`src/rtl/fpga_robots_game_serial_rx_pkg.sv`:
```
// Shared definitions for the serial console receiver: FSM states, the
// oversampling constants and the majority-vote helper.
package fpga_robots_game_serial_rx_pkg;

  typedef enum logic [2:0] {
    IDLE,
    START,
    DATA,
    STOP,
    BREAK
  } rx_state_t;

  localparam int unsigned OVERSAMPLE = 8;
  localparam logic [2:0]  SAMPLE_A   = 3'd3;
  localparam logic [2:0]  SAMPLE_B   = 3'd4;
  localparam logic [2:0]  SAMPLE_C   = 3'd5;

  function automatic logic maj3(input logic a, input logic b, input logic c);
    return (a & b) | (a & c) | (b & c);
  endfunction

endpackage

```
`src/rtl/fpga_robots_game_serial_rx_if.sv`:
```
// Receive-side holding register handshake between the UART receiver and
// the command/keyboard consumer.
interface fpga_robots_game_serial_rx_if;
  logic [7:0] rx_data;
  logic       rx_valid;
  logic       rx_ack;
  logic       rx_overrun;
  logic       rx_ferr;
  logic       rx_busy;

  modport master (
    output rx_data, rx_valid, rx_overrun, rx_ferr, rx_busy,
    input  rx_ack
  );

  modport slave (
    input  rx_data, rx_valid, rx_overrun, rx_ferr, rx_busy,
    output rx_ack
  );
endinterface

```
`src/rtl/fpga_robots_game_serial_rx_sync.sv`:
```
// Multi-flop synchronizer for asynchronous input pins; resets to the idle
// line level so a reset never looks like a start bit or clock edge.
module fpga_robots_game_sync #(
  parameter int   SYNC_STAGES = 2,
  parameter logic IDLE_LEVEL  = 1'b1
) (
  input  logic clk,
  input  logic rst,
  input  logic d,
  output logic q
);

  logic [SYNC_STAGES-1:0] chain;

  always_ff @(posedge clk or posedge rst) begin
    if (rst) begin
      chain <= {SYNC_STAGES{IDLE_LEVEL}};
    end else begin
      chain <= {chain[SYNC_STAGES-2:0], d};
    end
  end

  assign q = chain[SYNC_STAGES-1];

endmodule

```
`src/rtl/fpga_robots_game_serial_rx.sv`:
```
// 8N1 UART receiver: 8x oversampled, majority-voted mid-bit sampling, with a
// one-entry holding register and valid/ack handshake.
module fpga_robots_game_serial_rx
  import fpga_robots_game_serial_rx_pkg::*;
#(
  parameter int   SYNC_STAGES = 2,
  parameter logic IDLE_LEVEL  = 1'b1
) (
  input  logic                          clk,
  input  logic                          rst,
  input  logic                          baud8,
  input  logic                          rxd,
  fpga_robots_game_serial_rx_if.master  rx
);

  logic       rxd_s;
  logic       line;
  rx_state_t  state;
  logic [2:0] tick;
  logic [2:0] tick_next;
  logic [1:0] votes;
  logic [2:0] bitcnt;
  logic [7:0] shreg;
  logic [7:0] data_q;
  logic       valid_q;
  logic       ovr_q;
  logic       ferr_q;
  logic       busy_q;
  logic       bit_val;
  logic       decide;
  logic       wrap;
  logic       deliver;

  fpga_robots_game_sync #(
    .SYNC_STAGES (SYNC_STAGES),
    .IDLE_LEVEL  (IDLE_LEVEL)
  ) u_sync (
    .clk (clk),
    .rst (rst),
    .d   (rxd),
    .q   (rxd_s)
  );

  // line=1 means mark, independent of the pin polarity
  assign line = (rxd_s == IDLE_LEVEL);

  always_comb begin
    tick_next = tick + 3'd1;
    bit_val   = maj3(votes[0], votes[1], line);
    decide    = baud8 && (state == START || state == DATA || state == STOP)
                && (tick_next == SAMPLE_C);
    wrap      = (tick == 3'(OVERSAMPLE - 1));
    deliver   = decide && (state == STOP) && bit_val;
  end

  always_ff @(posedge clk or posedge rst) begin
    if (rst) begin
      state   <= IDLE;
      tick    <= '0;
      votes   <= '0;
      bitcnt  <= '0;
      shreg   <= '0;
      data_q  <= '0;
      valid_q <= 1'b0;
      ovr_q   <= 1'b0;
      ferr_q  <= 1'b0;
      busy_q  <= 1'b0;
    end else begin
      ovr_q  <= 1'b0;
      ferr_q <= 1'b0;

      if (baud8) begin
        if (state != IDLE) begin
          tick <= tick_next;
          if (tick_next == SAMPLE_A) votes[0] <= line;
          if (tick_next == SAMPLE_B) votes[1] <= line;
        end

        case (state)
          IDLE: begin
            if (!line) begin
              state  <= START;
              tick   <= '0;
              busy_q <= 1'b1;
            end
          end
          START: begin
            if (decide && bit_val) begin
              state  <= IDLE;
              busy_q <= 1'b0;
            end else if (wrap) begin
              state  <= DATA;
              bitcnt <= '0;
            end
          end
          DATA: begin
            if (decide) shreg <= {bit_val, shreg[7:1]};
            if (wrap) begin
              if (bitcnt == 3'd7) state <= STOP;
              else                bitcnt <= bitcnt + 3'd1;
            end
          end
          STOP: begin
            // Leave at the stop-bit decision, not the wrap, so back-to-back
            // frames can start detecting in the second half of the stop bit.
            if (decide) begin
              if (bit_val) begin
                state  <= IDLE;
                busy_q <= 1'b0;
              end else begin
                state  <= BREAK;
                ferr_q <= 1'b1;
              end
            end
          end
          BREAK: begin
            if (line) begin
              state  <= IDLE;
              busy_q <= 1'b0;
            end
          end
          default: begin
            state  <= IDLE;
            busy_q <= 1'b0;
          end
        endcase
      end

      if (deliver) begin
        if (!valid_q || rx.rx_ack) begin
          data_q  <= shreg;
          valid_q <= 1'b1;
        end else begin
          ovr_q <= 1'b1;
        end
      end else if (rx.rx_ack && valid_q) begin
        valid_q <= 1'b0;
      end
    end
  end

  assign rx.rx_data    = data_q;
  assign rx.rx_valid   = valid_q;
  assign rx.rx_overrun = ovr_q;
  assign rx.rx_ferr    = ferr_q;
  assign rx.rx_busy    = busy_q;

endmodule

```
`src/flat_wrapper.sv`:
```
// flat-port wrapper written by rule: the top's interface ports become plain ports
module fpga_robots_game_serial_rx_flat import fpga_robots_game_serial_rx_pkg::*;
#(
  parameter int   SYNC_STAGES = 2,
  parameter logic IDLE_LEVEL  = 1'b1
)
  (clk, rst, baud8, rxd, rx_rx_data, rx_rx_valid, rx_rx_overrun, rx_rx_ferr, rx_rx_busy, rx_rx_ack);
  fpga_robots_game_serial_rx_if rx_i ();
  input  logic clk;
  input  logic rst;
  input  logic baud8;
  input  logic rxd;
  output wire logic [$bits(rx_i.rx_data)-1:0] rx_rx_data;
  output wire logic [$bits(rx_i.rx_valid)-1:0] rx_rx_valid;
  output wire logic [$bits(rx_i.rx_overrun)-1:0] rx_rx_overrun;
  output wire logic [$bits(rx_i.rx_ferr)-1:0] rx_rx_ferr;
  output wire logic [$bits(rx_i.rx_busy)-1:0] rx_rx_busy;
  input wire logic [$bits(rx_i.rx_ack)-1:0] rx_rx_ack;
  assign rx_rx_data = rx_i.rx_data;
  assign rx_rx_valid = rx_i.rx_valid;
  assign rx_rx_overrun = rx_i.rx_overrun;
  assign rx_rx_ferr = rx_i.rx_ferr;
  assign rx_rx_busy = rx_i.rx_busy;
  assign rx_i.rx_ack = rx_rx_ack;
  fpga_robots_game_serial_rx #(.SYNC_STAGES(SYNC_STAGES), .IDLE_LEVEL(IDLE_LEVEL)) u_core (.clk(clk), .rst(rst), .baud8(baud8), .rxd(rxd), .rx(rx_i));
endmodule
```
`config.mk`:
```
export PLATFORM = sky130hd
export DESIGN_NAME = fpga_robots_game_serial_rx_flat
export DESIGN_NICKNAME = d
export VERILOG_FILES = /design/src/rtl/fpga_robots_game_serial_rx_pkg.sv /design/src/rtl/fpga_robots_game_serial_rx_if.sv /design/src/rtl/fpga_robots_game_serial_rx_sync.sv /design/src/rtl/fpga_robots_game_serial_rx.sv /design/src/flat_wrapper.sv
export SDC_FILE = /design/constraint.sdc
export NUM_CORES = 1
export LEC_CHECK = 0
export ABC_CLOCK_PERIOD_IN_PS = 5050
export BUFFER_PORTS_ARGS = -buffer_cell sky130_fd_sc_hd__clkbuf_2
export CAP_MARGIN = 40
export CORE_MARGIN = 1.5
export CORE_UTILIZATION = 61
export CTS_BUF_LIST = sky130_fd_sc_hd__clkbuf_4 sky130_fd_sc_hd__clkbuf_8 sky130_fd_sc_hd__clkbuf_16
export DETAILED_ROUTE_END_ITERATION = 8
export GPL_TIMING_DRIVEN = 0
export HOLD_SLACK_MARGIN = 0.08
export PLACE_DENSITY = 0.82
export SLEW_MARGIN = 0
export SYNTH_ARGS = -nofsm -noshare
export SYNTH_HDL_FRONTEND = slang
export SYNTH_SLANG_ARGS = --single-unit
```
`constraint.sdc`:
```
create_clock -name clk -period 5.05 [get_ports clk]
set_input_delay 0.2525 -clock clk [delete_from_list [all_inputs] [get_ports clk]]
set_output_delay 0.2525 -clock clk [all_outputs]
set_load 0.02 [all_outputs]
```
==> metrics.txt <==
status=complete, no violations; DR top layer=met4; DRT iter0 DRCs=9; DR WL met2=1300 um; Clock transition at path regs=0.09 ns; Initial Utilization=63.9%; Slew headroom=62.9%; Cells on Worst Hold Path=3; M1 WL=1180 um; io pins=17; Inserted Diodes=0; Synth-to-Final Area Change=14.4%; Final setup viols=0; core area=2450 sq um; Lkg Pwr=0.963 nW; Total Neg Setup Slack=0 ns; Internal Power=0.471 mW; Synth cell types=38; clock sinks=33; Worst R2R Setup Slack=2.87 ns; drt pass-1 iters=4; Worst Setup EP=u_core.rx.rx_data[1]; CTS resizes=0; first-pass GRT wire length=4510 um; Worst setup SP type=flip-flop; Worst Path Arrival=2.40 ns; power per cell area=385 nW/um^2; mapped cell area=1570 sq um; Routability Congestion=0.855; Reg power frac=48.1%; CTS max path bufs=2; fin crit period=2.18 ns; Synth Register Bits=33; final net count=157; Num CTS Buffers=5; Final ANT Viol Nets=0; share of cells above drive strength 1=40.4%; Avg WL per Cell=15.0 um; unrepaired setup endpoints after global routing=false; final wirelength=2640 um; worst setup path start=u_core.tick[1]; clk_skew=0.00729 ns; crit end category=flip-flop; worst vdd ir=0.000297 V; row count=18; Sw Pwr=0.220 mW; period utilisation layout=43.1%; Synth Net Count=131; pin count of the biggest net entering global routing=23; Hold Crit Class=in -> reg; Achievable Freq=0.459 GHz; DIE WIDTH=53.7 um; CTS Hold Bufs=2; setup bufs post-CTS=0; total track usage=22.8%; # Max-Cap Violations=0; Syn Inst Count=119; Slew Limit Fails=0; Comb pwr share=29.3%; worst reg2reg path depth=8; register area share after synthesis=52.8%; chip height=53.7 um; Final Hold Fails=0; Reg-to-Reg Start=u_core.tick[1]; worst-margin pin slew=0.556 ns; Vias per Instance=5.53; syn avg cell area=13.2 sq um; H-tree Lvls=2; Clock power frac=22.6%; port bufs=16; worst skew pair latency=0.34 ns; Switching Fraction=31.9%; reg2reg end=u_core.rx.rx_data[1]; GRT Residual Overflow=0; Crit path required time=5.27 ns; crit path max fanout=8; DRC viols=0; type of the worst setup path=reg -> reg; Met3 Wirelength=113 um; vias in the first global route=981; Power, Total=0.691 mW; CTS tree=yes; Die Area=2890 sq um; Root Buffer Master=clkbuf_4; DR vias=973; Min-Delay Startpoint=rx_rx_ack; initial antenna violation count=0; synth warn=0; hold_ws=0.278 ns; detailed placer's ending HPWL=1880 um
worst max-delay path, cell delays in order (launching register included):
cell and delay [ns]:
dfrtp_1 0.45, ha_1 0.22, ha_1 0.34, and3_1 0.19
buf_6 0.14, nand4_2 0.12, nand2b_4 0.16, buf_6 0.14
mux2_4 0.30
registers in the layout (all words and copies together), names as in the netlist:
signal and count:
u_core.bitcnt 3, u_core.rx.rx_busy 1, u_core.rx.rx_data 8, u_core.rx.rx_ferr 1
u_core.rx.rx_overrun 1, u_core.rx.rx_valid 1, u_core.shreg 8, u_core.state 3
u_core.tick 3, u_core.u_sync.chain 2, u_core.votes 2
stage by stage:
step	worst slack (ns)	util [%]	cell area, sq um	instances
5_1_grt	2.78	73.1	1790	176
3_3_place_gp	2.95	68.7	1690	165
6_report	2.87	73.1	1790	176
4_1_cts	2.88	73.1	1790	176
3_5_place_dp	2.89	69.8	1710	166
2_1_floorplan	3.07	-	1570	119
cells by family (layout without fill, tap and decap cells):
logic type	after synthesis	in the layout	synth area share [%]
flip-flops	33	33	52.8
AND/OR/NAND/NOR	27	27	10.1
AO/OA/AOI/OAI	20	20	9.73
multiplexers	20	20	16.3
buffers and inverters	10	37	4.23
adder cells (fa/ha/maj)	8	8	6.30
XOR/XNOR	1	1	0.558
routing by layer:
metal | global-route usage, % | up-vias
met5 | 0 | -
met4 | 9.40 | 0
met3 | 8.33 | 6
met2 | 36.6 | 21
met1 | 27.7 | 478
li1 | - | 468
Yosys cell counts (all sizes together):
cell type / number / area (sq um)
dfrtp: 31 / 776
mux2: 20 / 255
ha: 7 / 87.6
nand2: 7 / 28.8
inv: 6 / 22.5
o21ai: 6 / 30.0
nor2: 5 / 18.8
a22o: 4 / 35.0
buf: 3 / 30.0
nand2b: 3 / 26.3
a21o: 2 / 16.3
a21oi: 2 / 10.0
dfstp: 2 / 52.6
nand3: 2 / 10.0
nor3: 2 / 10.0
a211oi: 1 / 20.0
a2bb2oi: 1 / 8.76
a31oi: 1 / 6.26
and2b: 1 / 7.51
and3: 1 / 6.26
clkbuf: 1 / 13.8
maj3: 1 / 11.3
nand3b: 1 / 7.51
nand4: 1 / 12.5
nor2b: 1 / 6.26
nor4: 1 / 6.26
o21bai: 1 / 7.51
o31ai: 1 / 7.51
o32a: 1 / 11.3
or2b: 1 / 8.76
or4b: 1 / 10.0
xnor2: 1 / 8.76
layout by cell type (no fill, tap or decap), types with 4 or more instances in the layout:
cell type / n
ha_1: 7
inv_1: 6
clkbuf_4: 8
a22o_1: 4
o21ai_0: 5
mux2_2: 12
nand2_1: 6
mux2_4: 8
nor2_1: 5
clkbuf_2: 16
dfrtp_1: 31
power by group through the flow:
stage | combinational [mW] | clock (mW) | sequential (mW)
after floorplan | 0.160 | 0 | 0.330
after global placement | 0.188 | 0 | 0.332
after detailed placement | 0.200 | 0 | 0.336
after CTS | 0.203 | 0.161 | 0.331
after global routing | 0.227 | 0.176 | 0.338
final | 0.203 | 0.156 | 0.333
how the worst min path moves through the flow:
stage                              to  slack (ns)
6_report         u_core.rx.rx_overrun        0.28
5_1_grt          u_core.rx.rx_overrun        0.27
3_5_place_dp     u_core.rx.rx_overrun        0.31
4_1_cts          u_core.rx.rx_overrun        0.28
3_3_place_gp   u_core.u_sync.chain[0]        0.34
2_1_floorplan  u_core.u_sync.chain[0]        0.26
final cells by class:
type	count	area (sq um)
Clock buffer	8	60.1
Tap cell	30	37.5
Fill cell	168	661
Multi-Input combinational cell	76	674
Inverter	6	22.5
Sequential cell	33	828
Buffer	4	43.8
Timing Repair Buffer	19	128
Note: power is estimated with default switching activity, not from simulation.
